$ cat src/rtl/serial_addsub.sv
// Bit-serial 8-bit adder/subtractor: one bit per clock, LSB first, with a
// start/busy/done handshake and registered sum, carry, overflow and zero flags.
module serial_addsub (
    input  logic       clk,
    input  logic       rst,
    input  logic       start,
    input  logic [7:0] A,
    input  logic [7:0] B_inv,
    input  logic       cin,
    output logic       busy,
    output logic       done,
    output logic [7:0] sum,
    output logic       cout,
    output logic       ovf,
    output logic       zero
);

    typedef enum logic [1:0] {
        ST_IDLE  = 2'd0,
        ST_SHIFT = 2'd1,
        ST_DONE  = 2'd2
    } state_t;

    state_t     state_q, state_d;
    logic [7:0] a_sh_q, a_sh_d;
    logic [7:0] b_sh_q, b_sh_d;
    logic       carry_q, carry_d;
    logic       c_into_msb_q, c_into_msb_d;
    logic [7:0] acc_q, acc_d;
    logic [2:0] cnt_q, cnt_d;
    logic [7:0] sum_q, sum_d;
    logic       cout_q, cout_d;
    logic       ovf_q, ovf_d;
    logic       zero_q, zero_d;

    logic       bit_s;
    logic       bit_c;

    // One full-adder slice on the current LSBs.
    assign bit_s = a_sh_q[0] ^ b_sh_q[0] ^ carry_q;
    assign bit_c = (a_sh_q[0] & b_sh_q[0]) | (a_sh_q[0] & carry_q) | (b_sh_q[0] & carry_q);

    always_comb begin
        // NOTE: every _d gets its hold value first so no path leaves it unassigned (no latch).
        state_d      = state_q;
        a_sh_d       = a_sh_q;
        b_sh_d       = b_sh_q;
        carry_d      = carry_q;
        c_into_msb_d = c_into_msb_q;
        acc_d        = acc_q;
        cnt_d        = cnt_q;
        sum_d        = sum_q;
        cout_d       = cout_q;
        ovf_d        = ovf_q;
        zero_d       = zero_q;

        case (state_q)
            ST_IDLE: begin
                if (start) begin
                    a_sh_d  = A;
                    b_sh_d  = B_inv;
                    carry_d = cin;
                    cnt_d   = 3'd0;
                    acc_d   = 8'h00;
                    state_d = ST_SHIFT;
                end
            end

            ST_SHIFT: begin
                a_sh_d  = {1'b0, a_sh_q[7:1]};
                b_sh_d  = {1'b0, b_sh_q[7:1]};
                carry_d = bit_c;
                acc_d   = {bit_s, acc_q[7:1]};
                cnt_d   = cnt_q + 3'd1;
                // Last bit: carry_q is the carry into bit 7, bit_c the carry out.
                if (cnt_q == 3'd7) begin
                    c_into_msb_d = carry_q;
                    sum_d        = acc_d;
                    cout_d       = bit_c;
                    ovf_d        = carry_q ^ bit_c;
                    zero_d       = (acc_d == 8'h00);
                    state_d      = ST_DONE;
                end
            end

            ST_DONE: begin
                state_d = ST_IDLE;
            end

            default: begin
                state_d = ST_IDLE;
            end
        endcase
    end

    // NOTE: sequential state uses non-blocking assignments only; every register
    // here is a plain flop, so all of them are cleared by the async reset.
    always_ff @(posedge clk or posedge rst) begin
        if (rst) begin
            state_q      <= ST_IDLE;
            a_sh_q       <= 8'h00;
            b_sh_q       <= 8'h00;
            carry_q      <= 1'b0;
            c_into_msb_q <= 1'b0;
            acc_q        <= 8'h00;
            cnt_q        <= 3'd0;
            sum_q        <= 8'h00;
            cout_q       <= 1'b0;
            ovf_q        <= 1'b0;
            zero_q       <= 1'b0;
        end else begin
            state_q      <= state_d;
            a_sh_q       <= a_sh_d;
            b_sh_q       <= b_sh_d;
            carry_q      <= carry_d;
            c_into_msb_q <= c_into_msb_d;
            acc_q        <= acc_d;
            cnt_q        <= cnt_d;
            sum_q        <= sum_d;
            cout_q       <= cout_d;
            ovf_q        <= ovf_d;
            zero_q       <= zero_d;
        end
    end

    // Handshake outputs decode the registered state only.
    assign busy = (state_q == ST_SHIFT);
    assign done = (state_q == ST_DONE);
    assign sum  = sum_q;
    assign cout = cout_q;
    assign ovf  = ovf_q;
    assign zero = zero_q;

endmodule
$ cat config.mk
export PLATFORM = sky130hd
export DESIGN_NAME = serial_addsub
export DESIGN_NICKNAME = d
export VERILOG_FILES = /design/src/rtl/serial_addsub.sv
export SDC_FILE = /design/constraint.sdc
export NUM_CORES = 1
export LEC_CHECK = 0
export CORE_UTILIZATION = 25
export CTS_CLUSTER_DIAMETER = 30
export CTS_CLUSTER_SIZE = 40
export DETAILED_ROUTE_END_ITERATION = 10
export PLACE_DENSITY_LB_ADDON = 0.1
export SETUP_SLACK_MARGIN = 0.5
export SLEW_MARGIN = 20
export SYNTH_ARGS = -nofsm -noshare
export SYNTH_HDL_FRONTEND = slang
export SYNTH_SLANG_ARGS = --single-unit
$ cat constraint.sdc
create_clock -name clk -period 1.97 [get_ports clk]
set_clock_uncertainty 0.1 [all_clocks]
set_input_delay 0.2955 -clock clk [delete_from_list [all_inputs] [get_ports clk]]
set_output_delay 0.2955 -clock clk [all_outputs]
set_load 0.01 [all_outputs]
Yosys cells after proc, flatten, opt, wreduce, memory -nomap -nowiden
Cells that the tools add are included.
{"block": "word_totals", "reg_bits": 41, "input_bits": 20, "output_inout_bits": 13, "word_cells": 43}
{"block": "classes", "add_sub_neg": 1, "eq_ne": 5, "muxes": 13, "bitwise_logic": 8, "n_reduce_logical": 6}
{"cell": "one-hot mux 8 bit (2 select lines)", "count": 3}
{"cell": "2-to-1 mux 8 bit", "count": 3}
{"cell": "zero test 8 bit", "count": 1}
{"cell": "one-hot mux 3 bit (2 select lines)", "count": 1}
{"cell": "AND reduction 2 bit", "count": 3}
{"cell": "2-to-1 mux 2 bit", "count": 2}
{"cell": "one-hot mux 2 bit (2 select lines)", "count": 1}
{"cell": "adder 3 x 1 -> 3 bit (second input constant)", "count": 1}
{"cell": "bitwise AND 1 bit", "count": 3}
{"cell": "equality test 3 bit (second input constant)", "count": 1}
{"cell": "2-to-1 mux 3 bit", "count": 1}
{"cell": "bitwise XOR 1 bit", "count": 3}
{"cell": "equality test 2 x 1 -> 1 bit (second input constant)", "count": 1}
{"cell": "equality test 2 bit (second input constant)", "count": 1}
{"cell": "zero test 2 bit", "count": 1}
{"cell": "!= test 2 x 1 -> 1 bit (second input constant)", "count": 1}
{"cell": "!= test 2 bit (second input constant)", "count": 1}
{"cell": "OR 1 bit", "count": 2}
{"cell": "one-hot mux 1 bit (2 select lines)", "count": 1}
{"cell": "nonzero test 2 bit", "count": 1}
{"cell": "2-to-1 mux 1 bit", "count": 1}

Depth between registers and ports, before layout
Gate-level depths: netlist (run 1).
{"block": "depth", "depth_word": 4, "ltp_mapped": 6, "ltp_nobuf": 5}

Worst setup path before layout (run 1)
Ideal clock, no wire load.
{"block": "synth_path", "path_kind": "reg-to-reg", "start": "register cnt_q[0]", "end": "register cout_q (netlist: cout)", "setup_time_ps": 125, "arrival_time_ps": 1455, "required_ps": 1745, "path_slack_ps": 290, "stages_incl_launch_ff": 6, "path_buffers": 1, "synth_period_minus_slack_ps": 1680, "path_cell_list": "dfrtp_1 ha_1 ha_1 nand3b_1 buf_2 mux2_2"}
{"block": "synth_via", "elab_chain_cells": 2}
{"item": "start: declaration", "line": "30", "text": "logic [2:0] cnt_q, cnt_d;"}
{"item": "start signal: assignment", "line": "118", "text": "cnt_q <= cnt_d;"}
{"item": "equality test 3 bit", "line": "76", "text": "if (cnt_q == 3'd7) begin"}
{"item": "AND reduction 2 bit (no source line)"}
{"item": "end signal: assignment", "line": "120", "text": "cout_q <= cout_d;"}
{"item": "end: declaration", "line": "32", "text": "logic cout_q, cout_d;"}
Every way passes these cells.
A chain may end at the register's enable or synchronous reset.

Worst setup path after layout (run 1)
{"block": "layout_path", "start": "register cnt_q[1]", "end": "register cout_q (netlist: cout)"}
The elaborated chain is that of the path after synthesis.

==> impl_metrics.csv, run 1 <==
group,metric,value,unit
timing,final_hold_viol_count,0,
die,rows,29,
global_route,grt_max_degree,41,
logic_synthesis,syn-cell-area,1670,µm²
setup_path,worstPathRequired,2.04,ns
power,ir_worst_vdd,0.347,mV
cells_and_area,layout.nets,207,
global_route,antenna_found_initial,0,
timing,maxSlewViolCount,0,
die,core-area,6420,µm²
logic_synthesis,yosysWarnings,0,
flow_run,maxCapViolCount,0,
global_route,grtUsageMet1,0.150,
cells_and_area,antenna_cells,0,
clocking,cts-root-buf,"clkbuf_8",
timing,rsz0062_at_grt,"yes",
clocking,cts_hold_buf,0,
die,pin_count,33,
timing,worstMarginPinSlew,0.521,ns
route,drt_iter0_drc,51,
logic_synthesis,syn_avg_cell_area,12.5,µm²
placement,numPortBuffers,32,
logic_synthesis,synth_cell_types,21,
power,power,0.00346,W
run_status,violations,"design-rule violations",
timing,period_needed,1.55,ns
die,dieArea,7020,µm²
logic_synthesis,syn_nets,157,
clocking,cts_max_path_buffers,2,
setup_path,cp.arrival,1.62,ns
route,vias,1173,
route,vias_per_cell,4.49,
setup_path,cp-end-kind,"flop",
setup_path,cpMaxStageDelayCell,"dfrtp_1",
route,drt_first_pass_iters,7,
global_route,met2_usage,0.170,
clocking,clkSinkCount,40,
die,start_util,0.260,
worst_hold_path,min_path_type,"in -> async",
global_route,top_usage_layer,"met2",
global_route,first_global_vias,1218,
clocking,cts_tree,"done",
setup_path,startpoint_type,"flop",
timing,slew_headroom,0.652,
cells_and_area,syn2layout_area_growth,40.6,%
logic_synthesis,ys_seq_area_frac,0.598,
route,routedWlPerCell,13.8,µm
timing,period_share,0.785,
clocking,clk_pin_slew,0.08,ns
timing,setup_viol,0,
setup_path,crit_fanout,8,
route,ant_nets,0,
run_status,status,"complete, but fails checks",
clocking,clkLatencyLatePin,0.29,ns
timing,finalSetupTns,0,ns
global_route,gr-usage-met3,0.0267,
clocking,cts-buffers-inserted,5,
setup_path,cp_slowest_stage_delay,0.39,ns
global_route,overflow,0,
die,die_h,83.8,µm
die,chipWidth,83.8,µm
route,route.final.wire_length,3600,µm
global_route,grt_usage,0.110,
placement,dp_hpwl,2370,µm
cells_and_area,drive_above_1_share,0.250,
placement,gp_congestion,0.679,
power,p_leak,1.15,nW
setup_path,path_class,"reg -> reg",
cells_and_area,utilization,0.366,
global_route,grt_pass1_wl,6060,µm
logic_synthesis,ys_ff_latch,40,
power,powerDensity,1470,nW/µm²
timing,max_freq,647,MHz
route,drc_errors,3,
logic_synthesis,postSynthCellCount,134,
setup_path,cp_cell_sequence,"ha_2 > ha_4 > nand3b_1 > buf_6 > mux2_4",
clocking,h-tree-depth,2,
sequential cells by signal (all words and copies together), names as in the netlist:
signal	count
carry_q	1
a_sh_q	8
ovf	1
sum	8
cout	1
state_q	2
b_sh_q	8
cnt_q	3
zero	1
acc_q	7
cell usage after synthesis:
library cell	n	share of area
nor4_1	2	0.0075
a22oi_1	2	0.0090
mux2i_1	13	0.078
fa_1	1	0.012
nand3b_1	1	0.0045
ha_1	2	0.015
dfrtp_1	40	0.60
xnor2_1	1	0.0052
o21ai_0	17	0.051
buf_2	3	0.0090
buf_6	1	0.0067
nor2b_1	3	0.011
nand2_1	18	0.040
a21oi_1	1	0.0030
clkbuf_1	3	0.0067
and2b_1	1	0.0045
mux2_2	10	0.067
o21bai_1	1	0.0045
a22o_1	11	0.058
inv_1	2	0.0045
buf_4	1	0.0045
final cells by class:
class                   instances  area, µm²
multi-input cells              84        691
fillers                       639       4070
repair buffers                 51        458
well taps                      77       96.3
flip-flops and latches         40       1000
clock buffers                   7       96.3
inverters                       2       7.51
power breakdown:
group / leakage, nW / internal, W / switching, W
registers: 0.509 / 0.00117 / 0.000242
logic: 0.588 / 0.000839 / 0.000615
clock network: 0.0503 / 0.000312 / 0.000279
total: 1.15 / 0.00232 / 0.00114
cell families (layout without fill, tap and decap cells):
| group | after synthesis | count (layout) | share of synthesized area |
|---|---|---|---|
| buf+inv | 10 | 60 | 0.0314 |
| mux | 23 | 23 | 0.145 |
| compound gates | 32 | 32 | 0.125 |
| fa+ha+maj | 3 | 3 | 0.0269 |
| xor+xnor | 1 | 1 | 0.00524 |
| simple gates | 25 | 25 | 0.0681 |
| flops | 40 | 40 | 0.598 |
layout by cell type, fill, tap and decap left out:
master	count
nand3b_1	1
o21ai_0	16
dfrtp_1	38
inv_1	2
nand2_1	18
mux2i_1	13
xnor2_1	1
buf_2	2
ha_4	1
dlygate4sd2_1	11
a22o_1	11
o21bai_4	1
clkbuf_8	7
mux2_4	9
mux2_2	1
and2b_1	1
buf_6	3
buf_4	15
nor4_2	1
nor4_1	1
nor2b_2	1
a22oi_1	2
a21oi_1	1
ha_2	1
fa_2	1
o21ai_1	1
dfrtp_2	2
nor2b_1	2
buf_8	1
clkdlybuf4s50_1	19
critical path: cells and delay by family (launching register included):
kind | cells | cell delay [ns]
adders and majority gates | 2 | 0.35
buffers and inverters | 1 | 0.16
DFF | 1 | 0.39
muxes | 1 | 0.30
and+or+nand+nor | 1 | 0.12
timing repair:
action                                  CTS  global route
pin swaps                                 1             2
setup buffers                             7             6
endpoints found under the hold margin     0             0
endpoints found under the setup margin   36            30
resized for setup                        28             7
stage by stage:
step,hold WS (ns),cells,cell area [µm²],worst slack (ns)
2_1_floorplan,0.328,134,1710,0.407
3_3_place_gp,0.363,241,2130,0.275
3_5_place_dp,0.373,241,2130,0.208
4_1_cts,0.355,255,2290,0.393
5_1_grt,0.402,261,2350,0.363
6_report,0.344,261,2350,0.424
per-layer routing:
layer  up-vias  wire length, µm
li1        575                -
met1       571             1820
met2        23             1630
met3         4              122
met4         0               37
met5         -                0
path summary, 6_finish.rpt:
kind	from	to	slack, ns	depth (start not counted)
worst max register to register	cnt_q[1]	cout	0.42	5
worst min-delay path	rst	ovf	0.34	3
min in group clk	a_sh_q[3]	a_sh_q[3]	0.38	2
worst max-delay path	cnt_q[1]	cout	0.42	5
worst min register to register	a_sh_q[3]	a_sh_q[3]	0.38	2
max in group asynchronous	rst	state_q[1]	1.04	3
(Power assumes the default switching activity.)
==> inputs of run 2 (changes only) <==
==> constraint.sdc (replaced) <==
create_clock -name clk -period 1.3 [get_ports clk]
set_clock_uncertainty 0.1 [all_clocks]
set_input_delay 0.195 -clock clk [delete_from_list [all_inputs] [get_ports clk]]
set_output_delay 0.195 -clock clk [all_outputs]
set_load 0.01 [all_outputs]
==> impl_metrics.csv, run 2 (same netlist as run 1, synthesis figures left out) <==
group,metric,value,unit
run_status,status,"complete, but fails checks",
run_status,violations,"negative setup slack",
global_route,overflow,0,
timing,period_share,1.22,
power,pwr-share-seq,0.329,
cells_and_area,final_area,2850,µm²
global_route,grt_max_degree,19,
route,vias_per_cell,4.53,
timing,setup_viol,41,
cells_and_area,antenna_cells,0,
die,pin_count,33,
global_route,first_global_vias,1386,
clocking,cts-root-buf,"clkbuf_8",
cells_and_area,fillers,591,
worst_hold_path,min_path_type,"in -> async",
setup_path,worstPathRequired,1.39,ns
setup_path,startpoint_type,"flop",
power,switchingPower,0.00220,W
timing,maxSlewViolCount,0,
timing,final_hold_viol_count,0,
clocking,clk_pin_slew,0.08,ns
setup_path,cpMaxStageDelayCell,"dfrtp_1",
setup_path,crit_buf_inv,1,
setup_path,cp-end-kind,"flop",
setup_path,crit_fanout,13,
power,sw_frac_of_total,0.331,
power,p_leak,1.40,nW
die,start_util,0.260,
placement,gp_congestion,0.688,
route,drt_first_pass_iters,3,
cells_and_area,final_common_cell,"dfrtp_1",
route,route.final.wire_length,4030,µm
clocking,cts_tree,"done",
placement,numPortBuffers,32,
setup_path,path_class,"reg -> reg",
timing,rsz0062_at_grt,"yes",
route,drc_errors,0,
route,vias,1283,
die,rows,29,
global_route,antenna_found_initial,0,
setup_path,cp_slowest_stage_delay,0.39,ns
route,routedWlPerCell,14.2,µm
timing,layout_setup_ws,-0.280,ns
clocking,clkSinkCount,40,
die,chipWidth,83.8,µm
route,wl_met2,2080,µm
clocking,cts-buffers-inserted,5,
power,clockPowerShare,0.154,
power,internal-power,0.00445,W
clocking,clkLatencyLatePin,0.30,ns
clocking,h-tree-depth,2,
route,wirelength_met1,1760,µm
cells_and_area,final_cell_mix,"38 x dfrtp_1, 19 x clkdlybuf4s50_1, 19 x buf_4",
placement,dpl-instance-area,2270,µm²
route,wl_met3,143,µm
setup_path,crit_family,"flip-flops",
timing,slew_headroom,0.801,
global_route,grt_pass1_wl,6810,µm
setup_path,cp.arrival,1.67,ns
flow_run,maxCapViolCount,0,
placement,dp_hpwl,2520,µm
timing,worstMarginPinSlew,0.298,ns
timing,finalSetupTns,-6.40,ns
route,drt_iter0_drc,60,
die,core-area,6420,µm²
power,powerDensity,2340,nW/µm²
die,die_h,83.8,µm
setup_path,cp_cell_sequence,"ha_2 > ha_4 > nand3b_1 > buf_12 > mux2_2",
placement,detailedPlace.worstSlack,-0.280,ns
cells_and_area,drive_above_1_share,0.529,
route,routed.top_layer,"met4",
cells_and_area,syn2layout_area_growth,70.4,%
timing,period_needed,1.58,ns
cells_and_area,layout.nets,228,
power,pwr-share-comb,0.517,
timing,max_freq,633,MHz
clocking,cts_hold_buf,0,
die,dieArea,7020,µm²
route,ant_nets,0,
clocking,cts_max_path_buffers,2,
power,ir_worst_vdd,0.876,mV
global_route,grt_usage,0.125,
[run 2: cell count changes in the layout (fill, tap and decap cells not counted), sizes merged]
cell	delta
buf	+31
bufinv	+1
dlygate4sd2	-11
inv	-1
clkinv	+1
clkinvlp	+2
clkbuf	-1
[run 2: power groups by stage]
| stage | Clock (W) | Sequential (W) | Combinational [W] |
|---|---|---|---|
| floorplan | 0 | 0.00216 | 0.00148 |
| global placement | 0 | 0.00214 | 0.00228 |
| detailed placement | 0 | 0.00216 | 0.00233 |
| CTS | 0.00105 | 0.00212 | 0.00304 |
| global route | 0.00113 | 0.00227 | 0.00371 |
| finish | 0.00102 | 0.00219 | 0.00344 |
[run 2: final cells by class]
cell class | count | area, µm² | share of cell area
sequential | 40 | 1000 | 0.352
multi-input combinational | 84 | 841 | 0.295
timing repair buffer | 72 | 787 | 0.276
tap | 77 | 96.3 | 0.0338
clock buffer | 5 | 68.8 | 0.0241
clock inverter | 3 | 42.5 | 0.0149
inverter | 2 | 11.3 | 0.00395
[run 2: routing by layer]
layer | vias up | track usage
met5 | - | 0
met3 | 5 | 0.0356
met2 | 27 | 0.219
met4 | 0 | 0.0470
met1 | 634 | 0.145
li1 | 617 | -
[run 2: worst paths after layout]
| check | depth (start not counted) | slack (ns) | end | from |
|---|---|---|---|---|
| max | 5 | -0.28 | sum[6] | cnt_q[1] |
| min | 2 | 0.10 | carry_q | rst |
| max reg2reg | 5 | -0.28 | sum[6] | cnt_q[1] |
| min reg2reg | 2 | 0.39 | a_sh_q[2] | a_sh_q[2] |
| max in group asynchronous | 3 | 0.62 | acc_q[6] | rst |
| min in group clk | 2 | 0.39 | a_sh_q[2] | a_sh_q[2] |
[run 2: timing repair]
action,CTS,global route
gates cloned,3,1
setup buffers,16,5
setup endpoints to repair,53,53
resized for setup,77,41
pin swaps,5,12
[run 2: per-stage QoR]
step           total power (W)  hold slack [ns]   util  cells
2_1_floorplan          0.00364           0.0738      -    134
3_3_place_gp           0.00443            0.366  0.353    250
3_5_place_dp           0.00449            0.376  0.353    250
4_1_cts                0.00620            0.124  0.414    277
5_1_grt                0.00712            0.116  0.444    283
6_report               0.00666            0.103  0.444    283
==> inputs of run 3 (changes only) <==
--- a/config.mk
+++ b/config.mk
@@ -5,6 +5,7 @@
 export SDC_FILE = /design/constraint.sdc
 export NUM_CORES = 1
 export LEC_CHECK = 0
+export CAP_MARGIN = 40
 export CORE_UTILIZATION = 25
 export CTS_CLUSTER_DIAMETER = 30
 export CTS_CLUSTER_SIZE = 40
==> results of run 3 <==
Same layout as run 2: the final DEF is identical, and so are final timing and power.
